`src/rtl/mux_pkg.sv`:
```
// rtl/mux_pkg.sv - shared types, defaults and helpers for the N-to-1 arbitrated mux
package mux_pkg;

  localparam int DATA_W = 18;

  localparam logic MODE_SEL = 1'b0;
  localparam logic MODE_RR  = 1'b1;

  // Index of the set bit in a one-hot vector (zero when no bit is set).
  function automatic logic [4:0] onehot_to_idx(input logic [31:0] oh);
    logic [4:0] idx;
    idx = '0;
    for (int i = 0; i < 32; i++) begin
      if (oh[i]) idx = idx | 5'(i);
    end
    return idx;
  endfunction

endpackage

```
`src/rtl/mux_arb_nto1_if.sv`:
```
// rtl/mux_arb_nto1_if.sv - input channels, control and output handshake bundle
interface mux_arb_nto1_if #(
  parameter int WIDTH = 18,
  parameter int N     = 16
);
  localparam int SEL_W = (N > 1) ? $clog2(N) : 1;

  logic [N*WIDTH-1:0] in_data;
  logic [N-1:0]       in_valid;
  logic [N-1:0]       in_ready;
  logic               mode_rr;
  logic [SEL_W-1:0]   sel;
  logic [WIDTH-1:0]   out_data;
  logic [SEL_W-1:0]   out_src;
  logic               out_valid;
  logic               out_ready;

  modport master (
    output in_data, in_valid, mode_rr, sel, out_ready,
    input  in_ready, out_data, out_src, out_valid
  );

  modport slave (
    input  in_data, in_valid, mode_rr, sel, out_ready,
    output in_ready, out_data, out_src, out_valid
  );

endinterface

```
`src/rtl/mux_arb_nto1_rr_arbiter.sv`:
```
// rtl/mux_arb_nto1_rr_arbiter.sv - combinational round-robin grant starting at ptr
module rr_arbiter
  import mux_pkg::*;
#(
  parameter int N     = 16,
  parameter int SEL_W = (N > 1) ? $clog2(N) : 1
) (
  input  logic [N-1:0]     req,
  input  logic [SEL_W-1:0] ptr,
  output logic [N-1:0]     gnt,
  output logic [SEL_W-1:0] gnt_idx
);

  logic [2*N-1:0] dbl;
  logic           found;

  assign dbl = {req, req};

  // Scan the doubled request vector from ptr for N positions; the upper copy handles wrap.
  always_comb begin
    gnt   = '0;
    found = 1'b0;
    for (int k = 0; k < 2*N; k++) begin
      if (!found && (k >= int'(ptr)) && (k < int'(ptr) + N) && dbl[k]) begin
        gnt[(k >= N) ? (k - N) : k] = 1'b1;
        found = 1'b1;
      end
    end
  end

  assign gnt_idx = SEL_W'(onehot_to_idx(32'(gnt)));

endmodule

```
`src/rtl/mux_arb_nto1.sv`:
```
// rtl/mux_arb_nto1.sv - N-to-1 registered mux with select or round-robin arbitration
module mux_arb_nto1
  import mux_pkg::*;
#(
  parameter int WIDTH = DATA_W,
  parameter int N     = 16
) (
  input  logic        clk,
  input  logic        rst_n,
  mux_arb_nto1_if.slave bus
);

  localparam int SEL_W = (N > 1) ? $clog2(N) : 1;

  logic [SEL_W-1:0] rr_ptr;
  logic [N-1:0]     rr_gnt;
  logic [SEL_W-1:0] rr_idx;
  logic [N-1:0]     sel_gnt;
  logic [N-1:0]     grant;
  logic [SEL_W-1:0] grant_idx;
  logic [WIDTH-1:0] word;
  logic             load;
  logic             accept;

  rr_arbiter #(.N(N), .SEL_W(SEL_W)) u_arb (
    .req     (bus.in_valid),
    .ptr     (rr_ptr),
    .gnt     (rr_gnt),
    .gnt_idx (rr_idx)
  );

  // Select-mode grant; an out-of-range sel matches no channel and so grants nothing.
  always_comb begin
    sel_gnt = '0;
    for (int i = 0; i < N; i++) begin
      sel_gnt[i] = bus.in_valid[i] && (bus.sel == SEL_W'(i));
    end
  end

  assign grant     = (bus.mode_rr == MODE_RR) ? rr_gnt : sel_gnt;
  assign grant_idx = SEL_W'(onehot_to_idx(32'(grant)));
  assign load      = !bus.out_valid || bus.out_ready;
  assign accept    = rst_n && load && (|grant);
  assign bus.in_ready = (rst_n && load) ? grant : '0;

  // AND-OR data mux driven by the one-hot grant.
  always_comb begin
    word = '0;
    for (int i = 0; i < N; i++) begin
      if (grant[i]) word = word | bus.in_data[i*WIDTH +: WIDTH];
    end
  end

  // Output register and round-robin pointer.
  always_ff @(posedge clk) begin
    if (!rst_n) begin
      bus.out_valid <= 1'b0;
      bus.out_data  <= '0;
      bus.out_src   <= '0;
      rr_ptr        <= '0;
    end else begin
      if (accept) begin
        bus.out_valid <= 1'b1;
        bus.out_data  <= word;
        bus.out_src   <= grant_idx;
        if (bus.mode_rr == MODE_RR) begin
          rr_ptr <= (grant_idx == SEL_W'(N-1)) ? '0 : grant_idx + SEL_W'(1);
        end
      end else if (bus.out_ready) begin
        bus.out_valid <= 1'b0;
      end
    end
  end

endmodule
```
`src/flat_wrapper.sv`:
```
// flat-port wrapper written by rule: the top's interface ports become plain ports
module mux_arb_nto1_flat import mux_pkg::*;
#(
  parameter int WIDTH = DATA_W,
  parameter int N     = 16
)
  (clk, rst_n, bus_in_data, bus_in_valid, bus_mode_rr, bus_sel, bus_out_ready, bus_in_ready, bus_out_data, bus_out_src, bus_out_valid);
  mux_arb_nto1_if #(.WIDTH(WIDTH), .N(N)) bus_i ();
  input  logic clk;
  input  logic rst_n;
  input wire logic [$bits(bus_i.in_data)-1:0] bus_in_data;
  input wire logic [$bits(bus_i.in_valid)-1:0] bus_in_valid;
  input wire logic [$bits(bus_i.mode_rr)-1:0] bus_mode_rr;
  input wire logic [$bits(bus_i.sel)-1:0] bus_sel;
  input wire logic [$bits(bus_i.out_ready)-1:0] bus_out_ready;
  output wire logic [$bits(bus_i.in_ready)-1:0] bus_in_ready;
  output wire logic [$bits(bus_i.out_data)-1:0] bus_out_data;
  output wire logic [$bits(bus_i.out_src)-1:0] bus_out_src;
  output wire logic [$bits(bus_i.out_valid)-1:0] bus_out_valid;
  assign bus_i.in_data = bus_in_data;
  assign bus_i.in_valid = bus_in_valid;
  assign bus_i.mode_rr = bus_mode_rr;
  assign bus_i.sel = bus_sel;
  assign bus_i.out_ready = bus_out_ready;
  assign bus_in_ready = bus_i.in_ready;
  assign bus_out_data = bus_i.out_data;
  assign bus_out_src = bus_i.out_src;
  assign bus_out_valid = bus_i.out_valid;
  mux_arb_nto1 #(.WIDTH(WIDTH), .N(N)) u_core (.clk(clk), .rst_n(rst_n), .bus(bus_i));
endmodule
```
`config.mk`:
```
export PLATFORM = sky130hd
export DESIGN_NAME = mux_arb_nto1_flat
export DESIGN_NICKNAME = d
export VERILOG_FILES = /design/src/rtl/mux_pkg.sv /design/src/rtl/mux_arb_nto1_if.sv /design/src/rtl/mux_arb_nto1_rr_arbiter.sv /design/src/rtl/mux_arb_nto1.sv /design/src/flat_wrapper.sv
export SDC_FILE = /design/constraint.sdc
export NUM_CORES = 1
export LEC_CHECK = 0
export ABC_AREA = 1
export CAP_MARGIN = 20
export CELL_PAD_IN_SITES_DETAIL_PLACEMENT = 1
export CELL_PAD_IN_SITES_GLOBAL_PLACEMENT = 2
export CORE_MARGIN = 2
export CORE_UTILIZATION = 12
export DETAILED_ROUTE_END_ITERATION = 10
export PLACE_DENSITY_LB_ADDON = 0.1
export RECOVER_POWER = 100
export SLEW_MARGIN = 20
export SYNTH_ARGS = -nofsm -noshare
export SYNTH_HDL_FRONTEND = slang
export SYNTH_SLANG_ARGS = --single-unit
export TNS_END_PERCENT = 100
```
`constraint.sdc`:
```
create_clock -name clk -period 3.4 [get_ports clk]
set_input_delay 0.68 -clock clk [delete_from_list [all_inputs] [get_ports clk]]
set_output_delay 0.68 -clock clk [all_outputs]
set_load 0.05 [all_outputs]
```
======== Yosys cells after proc, flatten, opt, wreduce, memory -nomap -nowiden ========
Index checks and enable logic that the tools add are counted.
operators by class
  $lt $le $gt $ge ......................... 47
  $add $sub $neg .......................... 2
  mux-type cells .......................... 98
  bitwise gates (word level) .............. 15
  equality and inequality tests ........... 16
  reductions and logical operators ........ 133
operators with widths
  cell                                                 number
  < comparator 6 x 32 -> 1 bit, first input constant   15
  2-to-1 mux 18 bit                                    16
  OR 18 bit                                            15
  < comparator 5 x 32 -> 1 bit, first input constant   8
  < comparator 4 x 32 -> 1 bit, first input constant   4
  logical AND 1 bit                                    96
  2-to-1 mux 1 bit                                     65
  < comparator 3 x 32 -> 1 bit, first input constant   2
  equality test 4 bit, second input constant           9
  2-to-1 mux 4 bit                                     9
  zero test 1 bit                                      32
  < comparator 1 x 32 -> 1 bit, first input constant   1
  < comparator 2 x 32 -> 1 bit, first input constant   1
  2-to-1 mux 16 bit                                    2
  >= comparator 4 bit, first input constant            7
  equality test 4 x 3 -> 1 bit, second input constant  4
  >= comparator 3 x 4 -> 1 bit, first input constant   4
  OR reduction 16 bit                                  1
  2-to-1 mux 3 bit                                     4
  equality test 4 x 2 -> 1 bit, second input constant  2
  >= comparator 1 x 4 -> 1 bit, first input constant   2
  >= comparator 2 x 4 -> 1 bit, first input constant   2
  adder 4 x 5 -> 6 bit, second input constant          1
  < comparator 5 x 6 -> 1 bit, first input constant    1
  7 further kinds                                      8
word-level totals
  register bits ........................... 27
  input bits .............................. 312

======== Longest topological paths before layout ========
Gate-level depths: netlist of run 1.
  depth after elaboration ................. 175
  gate-level depth with buffers ........... 30

======== Cells and area by module ========
Synthesis of run 1 repeated with hierarchy kept, for this count alone.
unflattened totals
  cell total of the unflattened synthesis .. 864
  area, all modules ....................... 4535.6 sq um
modules (own cells, without submodules)
  module        instances  area an instance (sq um)  cells each
  mux_arb_nto1  1          3731.1                    706
  rr_arbiter    1          804.5                     158

======== Worst setup path before layout of run 1 ========
No wires, ideal clock.
  kind .................................... in2out
  from .................................... in bus_in_valid[2]
  to ...................................... out bus_in_ready[11]
  path slack .............................. -625 ps
  arrival ................................. 3345 ps
  stages on the path ...................... 20
  buffers on the path ..................... 1
  cell sequence ........................... nand3_1 > nand3_2 > nor2_4 > nand4_2 > nor2_4 > nand4_4 > nor2_4 > nand4_2 > nor2_2 > nand4_2 > nor2_4 > nand4_4 > nor2_4 > nand3_1 > nor2_2 > nand2_1 > nand2_1 > nand2_1 > buf_6 > nor2_1
between the ends
  word-level cells in the longest chain between the ends .. 116
RTL lines
  item                             RTL line                       text
  from (decl)                      flat_wrapper.sv:12             input wire logic [$bits(bus_i.in_valid)-1:0] bus_in_valid;
  logical AND 1 bit                mux_arb_nto1_rr_arbiter.sv:24  if (!found && (k >= int'(ptr)) && (k < int'(ptr) + N) && dbl[k]) begin
  2-to-1 mux 1 bit                 mux_arb_nto1_rr_arbiter.sv:24
  zero test 1 bit                  mux_arb_nto1_rr_arbiter.sv:24
  logical AND 1 bit (3 in series)  mux_arb_nto1_rr_arbiter.sv:24
  2-to-1 mux 1 bit                 mux_arb_nto1_rr_arbiter.sv:24
  zero test 1 bit                  mux_arb_nto1_rr_arbiter.sv:24
  logical AND 1 bit (3 in series)  mux_arb_nto1_rr_arbiter.sv:24
  2-to-1 mux 1 bit                 mux_arb_nto1_rr_arbiter.sv:24
  (+94 left out)                   --
  zero test 1 bit                  mux_arb_nto1_rr_arbiter.sv:24
  logical AND 1 bit (2 in series)  mux_arb_nto1_rr_arbiter.sv:24
  2-to-1 mux 1 bit                 mux_arb_nto1_rr_arbiter.sv:24
  zero test 1 bit                  mux_arb_nto1_rr_arbiter.sv:24
  logical AND 1 bit (2 in series)  mux_arb_nto1_rr_arbiter.sv:24
  2-to-1 mux 1 bit (*)             mux_arb_nto1_rr_arbiter.sv:24
  2-to-1 mux 16 bit (*)            mux_arb_nto1.sv:40             assign grant = (bus.mode_rr == MODE_RR) ? rr_gnt : sel_gnt;
  2-to-1 mux 16 bit (*)            mux_arb_nto1.sv:44             assign bus.in_ready = (rst_n && load) ? grant : '0;
  to (decl)                        flat_wrapper.sv:16             output wire logic [$bits(bus_i.in_ready)-1:0] bus_in_ready;
Mark *: on every way between the ends. The rest lies on a longest branch, timed or not.

======== Worst setup path in the final report of run 1 ========
  from .................................... in bus_in_valid[8]
  to ...................................... out bus_in_ready[13]
between the ends
  word-level cells in the longest chain between the ends .. 94
RTL lines
  item                             RTL line
  logical AND 1 bit                mux_arb_nto1_rr_arbiter.sv:24
  2-to-1 mux 1 bit                 mux_arb_nto1_rr_arbiter.sv:24
  zero test 1 bit                  mux_arb_nto1_rr_arbiter.sv:24
  logical AND 1 bit (3 in series)  mux_arb_nto1_rr_arbiter.sv:24
  2-to-1 mux 1 bit                 mux_arb_nto1_rr_arbiter.sv:24
  zero test 1 bit                  mux_arb_nto1_rr_arbiter.sv:24
  logical AND 1 bit (3 in series)  mux_arb_nto1_rr_arbiter.sv:24
  2-to-1 mux 1 bit                 mux_arb_nto1_rr_arbiter.sv:24
  (+72 left out)                   --
  zero test 1 bit                  mux_arb_nto1_rr_arbiter.sv:24
  logical AND 1 bit (2 in series)  mux_arb_nto1_rr_arbiter.sv:24
  2-to-1 mux 1 bit                 mux_arb_nto1_rr_arbiter.sv:24
  zero test 1 bit                  mux_arb_nto1_rr_arbiter.sv:24
  logical AND 1 bit (2 in series)  mux_arb_nto1_rr_arbiter.sv:24
  2-to-1 mux 1 bit (*)             mux_arb_nto1_rr_arbiter.sv:24
  2-to-1 mux 16 bit (*)            mux_arb_nto1.sv:40
  2-to-1 mux 16 bit (*)            mux_arb_nto1.sv:44
Marked as above.

==> flow_summary.yaml, run 1 <==
run_status:
  status: "finished, violations left"
  violations: "negative setup slack"
detailed_routing:
  drc: 0
  final_antenna_net_count: 0
  wl_per_cell_um: 20.2
  firstDrtPassIters: 4
  vias: 7153
  avgViaCountPerCell: 4.08
  drt-initial-drc-count: 207
  routed_wl_um: 35400
synth:
  synth_edf_count: 0
  syn_area_um2: 4140
  yosys-top-cells-area: "nand2_1 25%, dfxtp_1 13%, nor2_1 11%, nand3_1 9.0%, inv_1 6.4%"
  seq_area_frac_synth_pct: 13.1
  yosysWarnings: 0
  syn_area_per_cell_um2: 5.16
  yosysTopAreaCellShare_pct: 25.3
  async_flop_share_pct: 0
  yosysMostFrequentCell: "nand2_1"
  syn_inst: 802
  syn-num-nets: 1115
  synth_cell_type_count: 43
  yosys-top-cells-count: "279 x nand2_1, 118 x nor2_1, 74 x nand3_1, 70 x inv_1, 52 x a21oi_1"
  ys.flop_type: "dfxtp_1"
  synth-seq-cells: 27
  synth_top_area_cell: "nand2_1"
cells_and_area:
  finalInstanceArea_um2: 10300
  finalNetCount: 1612
  instances_no_fill: 1753
  drive_above_1_share_pct: 23.3
  area_growth_pct: 149
  utilization_pct: 30.5
timing:
  rsz0062_at_grt: "true"
  worst_pin_slew_ps: 606
  drv_slew: 0
  setup_violations: 38
  fin_crit_sh_pct: 110
  relSlewSlack_pct: 59.2
  fin_ws_ps: -349
  fin_worst_skew_ps: 2.74
  fmax_mhz: 267
  hold_violations: 0
  layout_min_cycle_time_ps: 3750
clock_network:
  hold_buffers: 0
  cts_buffers: 3
  insertion_delay_ps: 270
  cts_root_buf: "clkbuf_16"
  clockBufferDepth: 2
  cts_tree: "built"
  cts_sinks: 27
  cts-htree-levels: 1
  clk_pin_slew_ps: 70
flow_run:
  maxCapViolCount: 0
grt:
  antenna_found_initial: 7
  overflow: 0
  grtUsageMet1_pct: 22.5
  grt_pass1_vias: 7745
  grt-busiest-layer: "met2"
  grt_pass1_wl_um: 50700
  met2_usage_pct: 36.2
  use_met3_pct: 3.30
  grtUsageTotal_pct: 19.0
  grt_max_degree: 26
worst_hold_path:
  hp-class: "flop to flop"
setup_path:
  cp_data_arrival_time_ps: 3070
  setup.worst_path.end_class: "primary output"
  cp-start-kind: "input pin"
  crit_required_ps: 2720
  path_class: "input pin to primary output"
  critPathMaxFanout: 4
place:
  hpwl_um: 30300
  dp_slack_ps: -1070
  portBuffers: 350
  placed_area_um2: 9530
  dp_cells: 1707
  gp_congestion: 0.861
floorplanning:
  die_x_um: 190
  rows: 67
  start_util_pct: 12.3
  die_y_um: 190
  core_area_um2: 33700
  dieArea_um2: 36000
  io_pins: 351
power:
  p_total_uw: 2020
  ir_drop_v: 0.000155
  power_density_nw_per_um2: 196
  p_leak_uw: 0.00439
==> cell families after synthesis <==
logic type	share of synthesized area (%)
DFF	13.1
buffers and inverters	11.9
and+or+nand+nor	56.8
AOI/OAI and AO/OA	17.7
xor gates and xnor gates	0.212
adders and majority gates	0.303
==> power by group <==
| part | internal (uW) | leakage, uW | switching (uW) |
|---|---|---|---|
| Sequential | 342 | 0.000228 | 19.4 |
| Clock | 159 | 0.0000409 | 122 |
| Combinational | 711 | 0.00412 | 665 |
==> timing repair <==
item                       CTS  global route
pin swaps                   24            54
gates cloned                 0             3
setup buffers               19            15
setup endpoints to repair   43            42
gates resized for setup     62            68
==> path summary, 6_finish.rpt <==
kind,start,to,slack (ps),cells past startpoint
hold reg to reg,u_core.bus.out_src[3],u_core.bus.out_src[3],480,2
setup / recovery,bus_in_valid[8],bus_in_ready[13],-350,17
setup reg to reg,u_core.rr_ptr[2],u_core.bus.out_data[17],-310,27
hold / removal,u_core.bus.out_src[3],u_core.bus.out_src[3],480,2
==> critical path, cell delays in order <==
cell and delay, ps:
clkdlybuf4s50_1 460, nand2_1 170, nand4_4 120, nor2_4 130, nand4_4 100, nor2_4 160, nand4_4 110, nor2_4 130
nand4_4 100, nor2_4 140, nand4_1 110, nor2_2 130, nand3_2 90, nand2_2 90, nand2_4 60, nor2_4 140
buf_12 150
==> flip-flops by register name, summed over array words and instances (netlist names) <==
signal / flops
u_core.bus.out_src: 4
u_core.bus.out_data: 18
u_core.rr_ptr: 4
u_core.bus.out_valid: 1
==> final cells by class <==
type,count,area [um2]
Clock inverter,1,5.00
Multi-Input combinational cell,659,3500
Clock buffer,3,75.1
Inverter,83,332
Fill cell,4226,23400
Timing Repair Buffer,525,5240
Tap cell,448,561
Antenna cell,7,17.5
Sequential cell,27,556
==> metrics by stage <==
step / hold WS, ps / setup TNS [ps]
4_1_cts: 508 / -18020
3_5_place_dp: 494 / -33470
3_3_place_gp: 479 / -29120
6_report: 477 / -9090
5_1_grt: 522 / -20630
2_1_floorplan: 457 / -991
==> layout by cell type, fill, tap and decap left out, drive strengths merged, types with 3 or more instances in the layout <==
cell type	Yosys	routed
clkdlybuf4s50	0	302
nand2	281	281
buf	20	192
nor2	127	127
nand3	81	81
inv	72	73
a21oi	52	52
o21ai	36	36
nand4	32	32
dfxtp	27	27
dlygate4sd3	0	23
o31ai	13	13
clkinv	11	11
diode	0	7
clkbuf	13	7
a22o	6	6
o211ai	4	4
nor3	4	4
a21boi	3	3
a211oi	3	3
==> metal layers <==
layer,up-vias,share of wire [%]
met4,4,0.99
met5,-,0.073
met2,190,52
met1,3313,42
met3,20,5.1
li1,3626,-
No activity file was read; power rests on OpenSTA's default activity.
==> run 2: changes to the inputs <==
- CORE_UTILIZATION: 12 -> 15
- SLEW_MARGIN: 20 -> 5
- clock period: 3.4 -> 4.42 ns (I/O delays scaled with it)
==> run 2 against run 1 <==
Flip-flop and latch count unchanged. Non-clock buffer count decreased by 73. Largest cell class unchanged. First-iteration DRC count increased by 13%. Clock power decreased by 18%. Worst setup slack improved by 430 ps. Final area decreased by 12%. Clock skew about the same. Critical endpoint is now bus_in_ready[3]. Final cell count decreased by 10%. The run now ends clean. Via count decreased by 3.2%. Combinational power decreased by 32%.
==> flow_summary.yaml, run 2 (same netlist as run 1, synthesis figures left out) <==
timing:
  drv_slew: 0
  hold_violations: 0
  fmax_mhz: 230
  setup_violations: 0
  relSlewSlack_pct: 53.1
  timing.hold.ws_ps: 489
  rsz0062_at_grt: "true"
  setup_tns_ps: 0
  fin_crit_sh_pct: 98.2
  fin_ws_ps: 77.6
  fin_worst_skew_ps: 2.75
  worst_pin_slew_ps: 703
  layout_min_cycle_time_ps: 4340
grt:
  overflow: 0
  antenna_found_initial: 17
  grt_max_degree: 26
  grt_pass1_wl_um: 48500
  grt_pass1_vias: 7341
  grtUsageTotal_pct: 22.8
floorplanning:
  dieArea_um2: 28900
  core_area_um2: 27000
  rows: 60
  start_util_pct: 15.3
  die_y_um: 170
  io_pins: 351
  die_x_um: 170
setup_path:
  cp_common_cell: "buf_4"
  slowest_delay_ps: 200
  path_buf_inv: 17
  crit_chain: "clkdlybuf4s15_2 > inv_2 > buf_4 > buf_4 > buf_4 > buf_4 > buf_4 > buf_4 > buf_4 > buf_4 > buf_4 > buf_4 > buf_4 > buf_4 > buf_4 > buf_4 > o31ai_2 > nand2_1 > nor2_2 > buf_12"
  path_class: "input pin to primary output"
  rrSetupSlack_ps: 430
  rr_startpoint: "u_core.rr_ptr[2]"
  cp_data_arrival_time_ps: 3460
  crit_required_ps: 3540
  r2r_cells: 27
  critPathMaxFanout: 2
  cp_top_family: "buffers and inverters"
  cp-start-kind: "input pin"
  crit_path_top_delay_cell: "clkdlybuf4s15_2"
  setup.worst_path.end_class: "primary output"
  worst_r2r_endpoint: "u_core.bus.out_data[17]"
detailed_routing:
  vias: 6921
  drt-initial-drc-count: 234
  avgViaCountPerCell: 4.39
  drc: 0
  routed_wl_um: 33800
  wl_per_cell_um: 21.4
  firstDrtPassIters: 4
  final_antenna_net_count: 0
power:
  p_total_uw: 1450
  ir_drop_v: 0.000146
  p_leak_uw: 0.00390
  power_density_nw_per_um2: 159
cells_and_area:
  finalNetCount: 1539
  top_regs: "u_core.bus.out_data: 18 flops, u_core.bus.out_src: 4 flops, u_core.rr_ptr: 4 flops"
  largest_reg_flops: 18
  regArea_um2: 543
  mostFrequentLayoutCells: "303 x clkdlybuf4s50_1, 274 x nand2_1, 111 x nor2_1"
  drive_above_1_share_pct: 14.2
  area_growth_pct: 120
  multi_input_area_um2: 3210
  largest-register: "u_core.bus.out_data"
  layout.cells.most_common: "clkdlybuf4s50_1"
  fillCellCount: 3416
  finalInstanceArea_um2: 9100
place:
  hpwl_um: 28500
  portBuffers: 350
  gp_congestion: 0.850
  placed_area_um2: 8770
  dp_slack_ps: -420
clock_network:
  cts_tree: "built"
  insertion_delay_ps: 270
  cts-htree-levels: 1
  hold_buffers: 0
  cts_root_buf: "clkbuf_16"
  cts_buffers: 3
  cts_sinks: 27
  clk_pin_slew_ps: 80
  clockBufferDepth: 2
worst_hold_path:
  hold_end: "u_core.bus.out_src[3]"
  holdPathStages: 2
  holdCritStartpoint: "u_core.bus.out_src[3]"
  hp-class: "flop to flop"
run_status:
  status: "completed"
flow_run:
  maxCapViolCount: 0
==> run 2: cell count changes in the layout (fill, tap and decap cells not counted), moves of 8 or more <==
| cell | previous run | this run |
|---|---|---|
| buf_12 | 30 | 20 |
| buf_4 | 144 | 90 |
| nand2_1 | 261 | 274 |
| nand3_2 | 13 | 5 |
| nand2_2 | 14 | 6 |
| buf_6 | 15 | 1 |
| nor2_1 | 100 | 111 |
| nor2_4 | 17 | 7 |
| nand3_1 | 62 | 73 |
==> run 2: cell type report <==
| type | count | share of cell area (%) |
|---|---|---|
| Antenna cell | 12 | 0.330 |
| Timing Repair Buffer | 452 | 49.3 |
| Clock inverter | 1 | 0.0963 |
| Clock buffer | 3 | 0.825 |
| Tap cell | 341 | 4.69 |
| Multi-Input combinational cell | 659 | 35.3 |
| Sequential cell | 27 | 5.97 |
| Inverter | 83 | 3.44 |
==> run 2: report_power, final <==
group | leakage, uW | switching [uW] | internal, uW | total, uW
clock | 0.0000416 | 104 | 126 | 230
sequential | 0.000225 | 12.0 | 264 | 276
combinational | 0.00363 | 469 | 472 | 941
==> run 2: worst max path at each step <==
stage,start,to,depth (start not counted)
floorplan,bus_in_valid[2],bus_in_ready[10],18
global placement,bus_in_valid[1],bus_in_ready[14],21
detailed placement,bus_in_valid[1],bus_in_ready[14],21
CTS,bus_in_valid[0],bus_in_ready[14],21
global route,bus_in_valid[3],bus_in_ready[3],20
finish,bus_in_valid[3],bus_in_ready[3],20
==> run 2: metal layers <==
| metal | share of wire (%) | global-route usage [%] | vias up |
|---|---|---|---|
| li1 | - | - | 3476 |
| met1 | 38 | 24.7 | 3211 |
| met2 | 53 | 43.8 | 187 |
| met3 | 6.7 | 5.98 | 37 |
| met4 | 1.8 | 5.95 | 10 |
| met5 | 0.18 | 0 | - |
==> run 2: tightest hold or removal path: cells and delay by family (launching register included) <==
kind / cells / cell delay, ps
AO/OA/AOI/OAI: 1 / 60
flip-flops: 1 / 330
AND/OR/NAND/NOR: 1 / 70
==> run 2: per-stage QoR <==
stage                     std cells  utilization, %
after floorplan                 802               -
after global placement         1537            32.5
after detailed placement       1537            32.5
after CTS                      1565            33.8
after global routing           1575            33.6
final                          1578            33.7
==> run 2: timing repair <==
action / 4_1_cts / 5_1_grt
hold endpoints to repair: 0 / 0
setup buffers: 24 / 1
gates resized for setup: 41 / 10
cloned: 0 / 0
pin swaps: 12 / 12
setup endpoints to repair: 11 / 16
==> run 3: changes to the inputs <==
- GPL_ROUTABILITY_DRIVEN: default -> 0
==> run 3 against run 2 <==
Clock skew about the same. Flip-flop and latch count stayed put. First-iteration DRC count shrank 0.85%. Worst hold slack worse by 1.6 ps. Combinational power is 2.1% higher. Fmax grew 0.46%. Worst setup slack gained 20 ps. Critical path type unchanged. Highest routed layer unchanged.
==> flow_summary.yaml, run 3 (same netlist as run 1, synthesis figures left out) <==
run_status:
  status: "completed"
floorplanning:
  die_x_um: 170
  core_area_um2: 27000
  start_util_pct: 15.3
  die_y_um: 170
  io_pins: 351
  rows: 60
  dieArea_um2: 28900
power:
  p_leak_uw: 0.00388
  ir_drop_v: 0.000130
  power_density_nw_per_um2: 159
  p_total_uw: 1470
cells_and_area:
  area_growth_pct: 123
  finalNetCount: 1546
  layout.cells.most_common: "clkdlybuf4s50_1"
  largest_reg_flops: 18
  mostFrequentLayoutCells: "303 x clkdlybuf4s50_1, 271 x nand2_1, 108 x nor2_1"
  instances_no_fill: 1586
  finalInstanceArea_um2: 9200
  top_regs: "u_core.bus.out_data: 18 flops, u_core.bus.out_src: 4 flops, u_core.rr_ptr: 4 flops"
  largest-register: "u_core.bus.out_data"
  drive_above_1_share_pct: 15.9
timing:
  worst_pin_slew_ps: 836
  timing.hold.ws_ps: 488
  drv_slew: 0
  layout_min_cycle_time_ps: 4320
  fmax_mhz: 231
  hold_violations: 0
  relSlewSlack_pct: 44.2
  fin_ws_ps: 97.5
  rsz0062_at_grt: "true"
  fin_worst_skew_ps: 2.93
  fin_crit_sh_pct: 97.8
  setup_violations: 0
setup_path:
  crit_path_top_delay_cell: "clkdlybuf4s50_1"
  cp_top_family: "simple AND/OR/NAND/NOR gates"
  critPathMaxFanout: 2
  path_buf_inv: 2
  slowest_delay_ps: 490
  crit_required_ps: 3540
  setup.worst_path.end_class: "primary output"
  cp-start-kind: "input pin"
  path_class: "input pin to primary output"
  cp_data_arrival_time_ps: 3440
  cp_common_cell: "nor2_4"
  crit_chain: "clkdlybuf4s50_1 > o211ai_1 > nand4_4 > nor2_4 > nand4_4 > nor2_4 > nand4_4 > nor2_4 > nand4_4 > nor2_4 > nand4_1 > nor2_2 > nand3_1 > nand2_2 > nand2_2 > nor2_4 > buf_12"
grt:
  grtUsageTotal_pct: 22.7
  grt_pass1_wl_um: 48300
  grt_pass1_vias: 7454
  overflow: 0
  antenna_found_initial: 18
  grt_max_degree: 26
place:
  dp_slack_ps: -281
  portBuffers: 350
  hpwl_um: 28300
  dp_cells: 1531
  placed_area_um2: 8710
clock_network:
  cts-htree-levels: 1
  cts_sinks: 27
  clockBufferDepth: 2
  insertion_delay_ps: 280
  cts_buffers: 3
  cts_tree: "built"
  hold_buffers: 0
  cts_root_buf: "clkbuf_16"
  clk_pin_slew_ps: 80
detailed_routing:
  avgViaCountPerCell: 4.48
  final_antenna_net_count: 0
  vias: 7105
  wl_per_cell_um: 21.4
  firstDrtPassIters: 4
  drt-initial-drc-count: 232
  routed_wl_um: 34000
  drc: 0
worst_hold_path:
  hp-class: "flop to flop"
flow_run:
  maxCapViolCount: 0
==> run 3: cell types whose count changed in the layout (fill, tap and decap cells not counted), moves of 4 or more <==
cell,previous run,this run
clkbuf_2,5,1
nor2_4,7,12
a21oi_1,52,46
nand3_2,5,9
clkbuf_1,0,4
buf_4,90,98
a21oi_2,0,6
==> run 3: final cells by class <==
class,count,area [um2]
multi-input combinational,659,3270
fill,3411,17800
timing repair buffer,459,4530
clock buffer,3,75.1
inverter,83,313
tap,341,427
sequential,27,544
antenna,13,32.5
clock inverter,1,8.76
==> run 3: final timing paths <==
path,from,to,slack [ps],cells past startpoint
max,bus_in_valid[9],bus_in_ready[14],100,17
min,u_core.bus.out_src[3],u_core.bus.out_src[3],490,2
max reg2reg,u_core.rr_ptr[0],u_core.bus.out_data[15],190,29
min reg2reg,u_core.bus.out_src[3],u_core.bus.out_src[3],490,2
==> run 3: where the power goes <==
group / switching, uW / internal (uW) / total, uW
registers: 12.3 / 264 / 277
logic: 478 / 483 / 961
clock network: 103 / 126 / 229
==> run 3: through the flow <==
stage               utilization, %  TNS (ps)
global placement              32.2     -2660
floorplan                        -         0
CTS                           33.5     -67.2
detailed placement            32.2     -4570
finish                        34.1         0
global route                  34.0      -264
==> run 3: per-layer routing <==
layer / part of all wire [%] / track usage (%) / up-vias
met5: 0.23 / 0 / -
met4: 1.1 / 4.35 / 12
met1: 37 / 24.2 / 3349
met3: 7.3 / 6.47 / 30
li1: - / - / 3496
met2: 54 / 44.4 / 218
==> run 3: repair_timing <==
action / in CTS / in global routing
pin swaps: 18 / 24
buffers inserted: 29 / 9
hold endpoints to repair: 0 / 0
resized for setup: 34 / 37
endpoints found under the setup margin: 10 / 36
==> run 3: worst register-to-register path, delay by kind of cell (launching register included) <==
kind | cells | cell delay (ps)
compound gates | 5 | 790
buf+inv | 14 | 1770
flops | 1 | 340
simple gates | 10 | 1260
